===== src/rtl/m_kitchen_timer_ctrl_if.sv =====
// Kitchen-timer controller bus: debounced buttons and 1 Hz tick in, display/buzzer/status out.
interface m_kitchen_timer_ctrl_if;
  logic       i_tick_1hz;
  logic       i_btn_min;
  logic       i_btn_sec;
  logic       i_btn_start;
  logic [7:0] o_min_bcd;
  logic [7:0] o_sec_bcd;
  logic       o_running;
  logic       o_alarm;
  logic       o_buzzer;
  logic       o_disp_en;
  logic [1:0] o_state;

  // Drives the controller inputs and observes its outputs
  modport master (
    output i_tick_1hz, i_btn_min, i_btn_sec, i_btn_start,
    input  o_min_bcd, o_sec_bcd, o_running, o_alarm, o_buzzer, o_disp_en, o_state
  );

  // The controller itself
  modport slave (
    input  i_tick_1hz, i_btn_min, i_btn_sec, i_btn_start,
    output o_min_bcd, o_sec_bcd, o_running, o_alarm, o_buzzer, o_disp_en, o_state
  );
endinterface


===== src/rtl/m_kitchen_timer_ctrl.sv =====
// Kitchen-timer sequencer: BCD MM:SS set by buttons, 1 Hz countdown, timed alarm.
// Optional macro KTIMER_PAUSE_BLINK_EN: blinks the display at 1 Hz while paused.
module m_kitchen_timer_ctrl #(
  parameter int unsigned ALARM_SECS = 10
) (
  input  logic                    clk,
  input  logic                    n_reset,
  m_kitchen_timer_ctrl_if.slave   if_kt
);

  localparam int unsigned CNT_W = 8;

  typedef enum logic [1:0] {
    ST_IDLE  = 2'd0,
    ST_RUN   = 2'd1,
    ST_PAUSE = 2'd2,
    ST_ALARM = 2'd3
  } state_t;

  state_t           r_state;
  state_t           w_state_nxt;
  logic [7:0]       r_min;
  logic [7:0]       r_sec;
  logic [7:0]       w_min_nxt;
  logic [7:0]       w_sec_nxt;
  logic             r_buzzer;
  logic             w_buzzer_nxt;
  logic [CNT_W-1:0] r_alarm_cnt;
  logic [CNT_W-1:0] w_alarm_cnt_nxt;
  logic [CNT_W-1:0] w_alarm_cnt_inc;
  logic             r_btn_min;
  logic             r_btn_sec;
  logic             r_btn_start;
  logic             w_ev_min;
  logic             w_ev_sec;
  logic             w_ev_start;
  logic [7:0]       w_run_min;
  logic [7:0]       w_run_sec;
  logic             w_run_zero;
`ifdef KTIMER_PAUSE_BLINK_EN
  logic             r_disp_en;
  logic             w_disp_en_nxt;
`endif

  // BCD increment with wrap to 00 after the given maximum
  function automatic logic [7:0] bcd_inc(input logic [7:0] v, input logic [7:0] max_v);
    if (v == max_v)         return 8'h00;
    else if (v[3:0] == 4'd9) return {4'(v[7:4] + 4'd1), 4'd0};
    else                    return {v[7:4], 4'(v[3:0] + 4'd1)};
  endfunction

  // BCD decrement; caller guarantees v != 00
  function automatic logic [7:0] bcd_dec(input logic [7:0] v);
    if (v[3:0] == 4'd0) return {4'(v[7:4] - 4'd1), 4'd9};
    else                return {v[7:4], 4'(v[3:0] - 4'd1)};
  endfunction

  // Rising-edge events: pressed now, released last clk
  assign w_ev_min   = if_kt.i_btn_min   & ~r_btn_min;
  assign w_ev_sec   = if_kt.i_btn_sec   & ~r_btn_sec;
  assign w_ev_start = if_kt.i_btn_start & ~r_btn_start;

  assign w_alarm_cnt_inc = r_alarm_cnt + CNT_W'(1);

  // One-second countdown step: borrow 59 seconds from the minutes when seconds are 00
  always_comb begin
    w_run_min = r_min;
    w_run_sec = r_sec;
    if (r_sec != 8'h00) begin
      w_run_sec = bcd_dec(r_sec);
    end else begin
      w_run_sec = 8'h59;
      w_run_min = bcd_dec(r_min);
    end
    w_run_zero = (w_run_min == 8'h00) && (w_run_sec == 8'h00);
  end

  // Next-state and datapath update
  always_comb begin
    w_state_nxt     = r_state;
    w_min_nxt       = r_min;
    w_sec_nxt       = r_sec;
    w_buzzer_nxt    = 1'b0;
    w_alarm_cnt_nxt = r_alarm_cnt;
`ifdef KTIMER_PAUSE_BLINK_EN
    w_disp_en_nxt   = r_disp_en;
`endif
    case (r_state)
      ST_IDLE: begin
        if (w_ev_start && ((r_min != 8'h00) || (r_sec != 8'h00))) begin
          w_state_nxt = ST_RUN;
        end else begin
          if (w_ev_min) w_min_nxt = bcd_inc(r_min, 8'h99);
          if (w_ev_sec) w_sec_nxt = bcd_inc(r_sec, 8'h59);
        end
      end
      ST_RUN: begin
        if (w_ev_start) begin
          w_state_nxt = ST_PAUSE;
`ifdef KTIMER_PAUSE_BLINK_EN
          w_disp_en_nxt = 1'b0;
`endif
        end else if (if_kt.i_tick_1hz) begin
          w_min_nxt = w_run_min;
          w_sec_nxt = w_run_sec;
          if (w_run_zero) begin
            w_state_nxt     = ST_ALARM;
            w_alarm_cnt_nxt = '0;
            w_buzzer_nxt    = 1'b1;
          end
        end
      end
      ST_PAUSE: begin
        if (w_ev_start) begin
          w_state_nxt = ST_RUN;
`ifdef KTIMER_PAUSE_BLINK_EN
          w_disp_en_nxt = 1'b1;
`endif
        end else if (w_ev_min && w_ev_sec) begin
          w_state_nxt = ST_IDLE;
          w_min_nxt   = 8'h00;
          w_sec_nxt   = 8'h00;
`ifdef KTIMER_PAUSE_BLINK_EN
          w_disp_en_nxt = 1'b1;
`endif
        end else if (if_kt.i_tick_1hz) begin
`ifdef KTIMER_PAUSE_BLINK_EN
          w_disp_en_nxt = ~r_disp_en;
`endif
        end
      end
      ST_ALARM: begin
        w_buzzer_nxt = r_buzzer;
        if (w_ev_start) begin
          w_state_nxt  = ST_IDLE;
          w_buzzer_nxt = 1'b0;
        end else if (if_kt.i_tick_1hz) begin
          w_alarm_cnt_nxt = w_alarm_cnt_inc;
          if (w_alarm_cnt_inc == CNT_W'(ALARM_SECS)) begin
            w_state_nxt  = ST_IDLE;
            w_buzzer_nxt = 1'b0;
          end else begin
            w_buzzer_nxt = ~r_buzzer;
          end
        end
      end
      default: w_state_nxt = ST_IDLE;
    endcase
  end

  // State, time, alarm and button-history registers
  always_ff @(posedge clk or negedge n_reset) begin
    if (!n_reset) begin
      r_state     <= ST_IDLE;
      r_min       <= 8'h00;
      r_sec       <= 8'h00;
      r_buzzer    <= 1'b0;
      r_alarm_cnt <= '0;
      r_btn_min   <= 1'b0;
      r_btn_sec   <= 1'b0;
      r_btn_start <= 1'b0;
    end else begin
      r_state     <= w_state_nxt;
      r_min       <= w_min_nxt;
      r_sec       <= w_sec_nxt;
      r_buzzer    <= w_buzzer_nxt;
      r_alarm_cnt <= w_alarm_cnt_nxt;
      r_btn_min   <= if_kt.i_btn_min;
      r_btn_sec   <= if_kt.i_btn_sec;
      r_btn_start <= if_kt.i_btn_start;
    end
  end

`ifdef KTIMER_PAUSE_BLINK_EN
  // Display enable blinks only while paused
  always_ff @(posedge clk or negedge n_reset) begin
    if (!n_reset) r_disp_en <= 1'b1;
    else          r_disp_en <= w_disp_en_nxt;
  end
  assign if_kt.o_disp_en = r_disp_en;
`else
  assign if_kt.o_disp_en = 1'b1;
`endif

  assign if_kt.o_min_bcd = r_min;
  assign if_kt.o_sec_bcd = r_sec;
  assign if_kt.o_buzzer  = r_buzzer;
  assign if_kt.o_state   = r_state;
  assign if_kt.o_running = (r_state == ST_RUN);
  assign if_kt.o_alarm   = (r_state == ST_ALARM);

endmodule


===== src/flat_wrapper.sv =====
// flat-port wrapper written by rule: the top's interface ports become plain ports
module m_kitchen_timer_ctrl_flat 
#(
  parameter int unsigned ALARM_SECS = 10
)
  (clk, n_reset, if_kt_i_tick_1hz, if_kt_i_btn_min, if_kt_i_btn_sec, if_kt_i_btn_start, if_kt_o_min_bcd, if_kt_o_sec_bcd, if_kt_o_running, if_kt_o_alarm, if_kt_o_buzzer, if_kt_o_disp_en, if_kt_o_state);
  m_kitchen_timer_ctrl_if if_kt_i ();
  input  logic clk;
  input  logic n_reset;
  input wire logic [$bits(if_kt_i.i_tick_1hz)-1:0] if_kt_i_tick_1hz;
  input wire logic [$bits(if_kt_i.i_btn_min)-1:0] if_kt_i_btn_min;
  input wire logic [$bits(if_kt_i.i_btn_sec)-1:0] if_kt_i_btn_sec;
  input wire logic [$bits(if_kt_i.i_btn_start)-1:0] if_kt_i_btn_start;
  output wire logic [$bits(if_kt_i.o_min_bcd)-1:0] if_kt_o_min_bcd;
  output wire logic [$bits(if_kt_i.o_sec_bcd)-1:0] if_kt_o_sec_bcd;
  output wire logic [$bits(if_kt_i.o_running)-1:0] if_kt_o_running;
  output wire logic [$bits(if_kt_i.o_alarm)-1:0] if_kt_o_alarm;
  output wire logic [$bits(if_kt_i.o_buzzer)-1:0] if_kt_o_buzzer;
  output wire logic [$bits(if_kt_i.o_disp_en)-1:0] if_kt_o_disp_en;
  output wire logic [$bits(if_kt_i.o_state)-1:0] if_kt_o_state;
  assign if_kt_i.i_tick_1hz = if_kt_i_tick_1hz;
  assign if_kt_i.i_btn_min = if_kt_i_btn_min;
  assign if_kt_i.i_btn_sec = if_kt_i_btn_sec;
  assign if_kt_i.i_btn_start = if_kt_i_btn_start;
  assign if_kt_o_min_bcd = if_kt_i.o_min_bcd;
  assign if_kt_o_sec_bcd = if_kt_i.o_sec_bcd;
  assign if_kt_o_running = if_kt_i.o_running;
  assign if_kt_o_alarm = if_kt_i.o_alarm;
  assign if_kt_o_buzzer = if_kt_i.o_buzzer;
  assign if_kt_o_disp_en = if_kt_i.o_disp_en;
  assign if_kt_o_state = if_kt_i.o_state;
  m_kitchen_timer_ctrl #(.ALARM_SECS(ALARM_SECS)) u_core (.clk(clk), .n_reset(n_reset), .if_kt(if_kt_i));
endmodule

===== config.mk =====
export PLATFORM = sky130hd
export DESIGN_NAME = m_kitchen_timer_ctrl_flat
export DESIGN_NICKNAME = d
export VERILOG_FILES = /design/src/rtl/m_kitchen_timer_ctrl_if.sv /design/src/rtl/m_kitchen_timer_ctrl.sv /design/src/flat_wrapper.sv
export SDC_FILE = /design/constraint.sdc
export NUM_CORES = 1
export LEC_CHECK = 0
export CAP_MARGIN = 30
export CORE_MARGIN = 5
export CORE_UTILIZATION = 52
export CTS_CLUSTER_SIZE = 14
export DETAILED_ROUTE_END_ITERATION = 10
export GPL_TIMING_DRIVEN = 0
export PLACE_DENSITY = 0.82
export SYNTH_ARGS = -nofsm -noshare
export SYNTH_HDL_FRONTEND = slang
export SYNTH_SLANG_ARGS = --single-unit

===== constraint.sdc =====
create_clock -name clk -period 2.42 [get_ports clk]
set_input_delay 0.242 -clock clk [delete_from_list [all_inputs] [get_ports clk]]
set_output_delay 0.242 -clock clk [all_outputs]
set_load 0.01 [all_outputs]

==> summary.md <==
| Metric | Value |
|---|---|
| H-tree Lvls | 2 |
| Maximum clock path buffer count | 2 |
| Highest-count cells in the layout ignoring fill and taps | 32 x buf_4, 28 x nor2_1, 25 x nand2_1, 25 x clkdlybuf4s50_1, 24 x dfrtp_1 |
| Final wirelength | about 7400 um |
| # rows | 25 |
| GP Congestion | ~0.87 |
| Worst clock skew | around 0.0082 ns |
| # diodes | 0 |
| FMAX | ~410 MHz |
| Mapped cell area | 2580 um2 |
| CTS buffer count | 5 |
| Layout area overhead | 31.7% |
| R2R setup slack | -0.03 ns |
| CP max stage delay | 0.41 ns |
| Power per cell area | ~1300 nW/um2 |
| CP Max Fanout | 7 |
| Fin nets | 406 |
| Via density | roughly 6.2 |
| # IOs | 28 |
| Total number of vias | ~2800 |
| Crit path DAT | between 2 and 3 ns |
| Worst path slowest cell | dfrtp_1 |
| Most common cell after layout, fill and taps aside | buf_4 |
| Final period util | 1.01 |
| Root Driver | clkbuf_8 |
| Iter 0 DRT Violations | 203 |
| Status | complete, but fails checks |
| Hold WC Path Type | in -> async |
| Die X | between 80 and 90 um |
| Clk sinks | 30 |
| Setup WS post-layout | -0.0342 ns |
| Clock Pin Slew Worst Setup and Hold Paths | roughly 0.07 ns |
| RSZ-0062 raised after global routing | true |
| Post-Layout Inst Area | around 3400 um2 |
| Max VDD drop | 0.732 mV |
| Minimum clock period | between 2 and 2.5 ns |
| GRT met3 Usage | 0.0404 |
| Detailed Place HPWL | around 4600 um |
| Failing checks | setup timing |
| R2R depth | 9 |
| Synth warn | 0 |
| Kind of cell adding the most delay to the critical path | simple AND/OR/NAND/NOR gates |
| CP Capture Type | flop |
| Worst Path Required | approximately 2.6 ns |
| Mean Syn Cell Area | between 8 and 9 um2 |
| Slew Limit Headroom | 0.526 |
| Vias in the first global route | about 2500 |
| DRC Markers | 0 |
| Synth async-reset ratio | 1.00 |
| Initial Utilization | 0.540 |
| WP buf/inv | 1 |
| Largest net degree at the start of global routing | 31 |
| Yosys cell types | 58 |
| Post-synth top flop | dfrtp_1 |
| IO buf count | 26 |
| Initial antenna violation count | 0 |
| Critical-path cell list | inv_2 > ha_4 > nor3b_4 > nand4_1 > o2bb2ai_1 > and4_4 > nand2_4 > a21o_4 > a221o_1 |
| Antenna Nets Post-Route | 0 |
| Multi-input logic area | approximately 1800 um2 |
| Final-report hold violation count | 0 |
| Global routing's busiest layer | met2 |
| Worst R2R Start | u_core.if_kt.o_sec_bcd[5] |
| Worst-Skew Late Latency | about 0.28 ns |
| Fin. max-slew vios | 0 |
| Worst Setup Start Kind | flop |
| Share of cells above drive strength 1 | 0.226 |
| Core Area | 4790 um2 |
| # setup viols final | 6 |
| Post-layout util | 0.711 |
| Die H | between 80 and 90 um |
| Wire per inst | ~17 um |
| Placed Area | 2950 um2 |
| Seq/Total Area, Yosys | 0.290 |
| Die Area | 6480 um2 |
| First-pass GRT wire length | 12000 um |
| Total gr overflow | 0 |
| Post-synth EDFFs | 0 |
| Worst setup path category | reg -> reg |
| First-pass iteration count of the detailed router | 6 |
| Grt met2 use | 0.387 |
| #FFs+latches synth | 30 |
| # fillers | between 300 and 400 |
| Worst r2r dst | u_core.r_alarm_cnt[2] |
| Max-Cap Viols | 0 |
| Leakage Power | 0.00139 uW |
| Worst-margin pin slew | just over 0.7 ns |
| FF+latch area | roughly 760 um2 |
| GRT Total Usage | 0.233 |
| Hold-fix buffers, CTS | 0 |
| Met1 usage | 0.297 |
| Syn Nets | 344 |
| Post-Synthesis Cells | roughly 320 |
| TritonCTS clock tree | built |
[layout make-up]
class | count | share of cell area
inverters | 17 | 0.0202
well taps | 67 | 0.0246
clock inverters | 1 | 0.00147
flip-flops and latches | 30 | 0.223
clock buffers | 7 | 0.0254
repair buffers | 58 | 0.147
multi-input cells | 255 | 0.537
plain buffers | 13 | 0.0213
[cell families (layout without fill, tap and decap cells)]
group                    count (synthesis)  in the layout  synth area share
AO/OA/AOI/OAI                          103            103             0.270
XOR/XNOR                                 2              2            0.0140
adder cells (fa/ha/maj)                 20             20            0.0968
buffers and inverters                   33             96            0.0571
flip-flops                              30             30             0.290
multiplexers                             5              5            0.0194
other                                    1              1           0.00145
AND/OR/NAND/NOR                        124            124             0.251
[synth_stat cells (all sizes together), types with 3 or more instances]
cell | number | area [um2]
nor2b | 3 | 18.8
nor3 | 14 | 70.1
clkbuf | 8 | 30.0
nand4 | 6 | 37.5
and3 | 3 | 18.8
nor3b | 3 | 37.5
dfrtp | 30 | 751
ha | 20 | 250
and2 | 4 | 25.0
a21oi | 22 | 110
a22oi | 6 | 45.0
o31ai | 9 | 67.6
a22o | 4 | 35.0
nand2b | 6 | 37.5
mux2i | 5 | 50.1
nand3 | 13 | 70.1
o21ai | 24 | 120
a31oi | 5 | 31.3
inv | 17 | 63.8
or3 | 4 | 25.0
nand2 | 29 | 116
o211ai | 3 | 22.5
a221o | 6 | 60.1
o22ai | 5 | 31.3
nor2 | 29 | 111
buf | 8 | 53.8
[power by group]
part	internal, uW	switching [uW]
combinational	1400	1620
clock	229	202
sequential	664	202
[registers in the layout (all words and copies together) (netlist names)]
name,flops
u_core.if_kt.o_buzzer,1
u_core.if_kt.o_min_bcd,8
u_core.if_kt.o_sec_bcd,8
u_core.if_kt.o_state,2
u_core.r_alarm_cnt,8
u_core.r_btn_min,1
u_core.r_btn_sec,1
u_core.r_btn_start,1
[through the flow]
stage               power [uW]  setup WS (ns)  TNS, ns  hold WS (ns)  std cells
floorplan                 2530        0.00204        0       -0.0536        318
global route              4660         -0.116   -0.929        0.0500        448
global placement          3150         -0.272    -4.05         0.583        411
detailed placement        3200         -0.355    -5.09         0.330        411
CTS                       3960         0.0105        0        0.0190        437
finish                    4310        -0.0342  -0.0919       0.00541        448
[timing repair]
item	in CTS	in global routing
resized for setup	12	29
gates cloned	0	0
pin swaps	5	18
setup buffers	19	13
setup endpoints to repair	25	24
endpoints found under the hold margin	0	0
[worst max path at each step]
stage	from	to	slack [ns]	cells past startpoint
detailed placement	u_core.if_kt.o_min_bcd[0]	u_core.if_kt.o_min_bcd[6]	-0.36	10
finish	u_core.if_kt.o_sec_bcd[5]	u_core.r_alarm_cnt[2]	-0.03	9
floorplan	u_core.if_kt.o_sec_bcd[5]	u_core.r_alarm_cnt[7]	0.002	9
global route	u_core.if_kt.o_sec_bcd[5]	u_core.r_alarm_cnt[6]	-0.12	9
global placement	u_core.if_kt.o_min_bcd[0]	u_core.if_kt.o_min_bcd[6]	-0.27	10
CTS	u_core.if_kt.o_sec_bcd[4]	u_core.if_kt.o_sec_bcd[6]	0.01	10
[worst register-to-register path, cell delays in order (launching register included)]
cell and delay [ns]:
dfrtp_1 0.41, inv_2 0.11, ha_4 0.17, nor3b_4 0.28
nand4_1 0.20, o2bb2ai_1 0.21, and4_4 0.31, nand2_4 0.07
a21o_4 0.24, a221o_1 0.34
[routing by layer]
metal	vias up	part of all wire
met4	0	0.024
met2	117	0.50
met3	19	0.058
met5	-	0
li1	1306	-
met1	1331	0.42
Note: power is estimated with default switching activity, not from simulation.
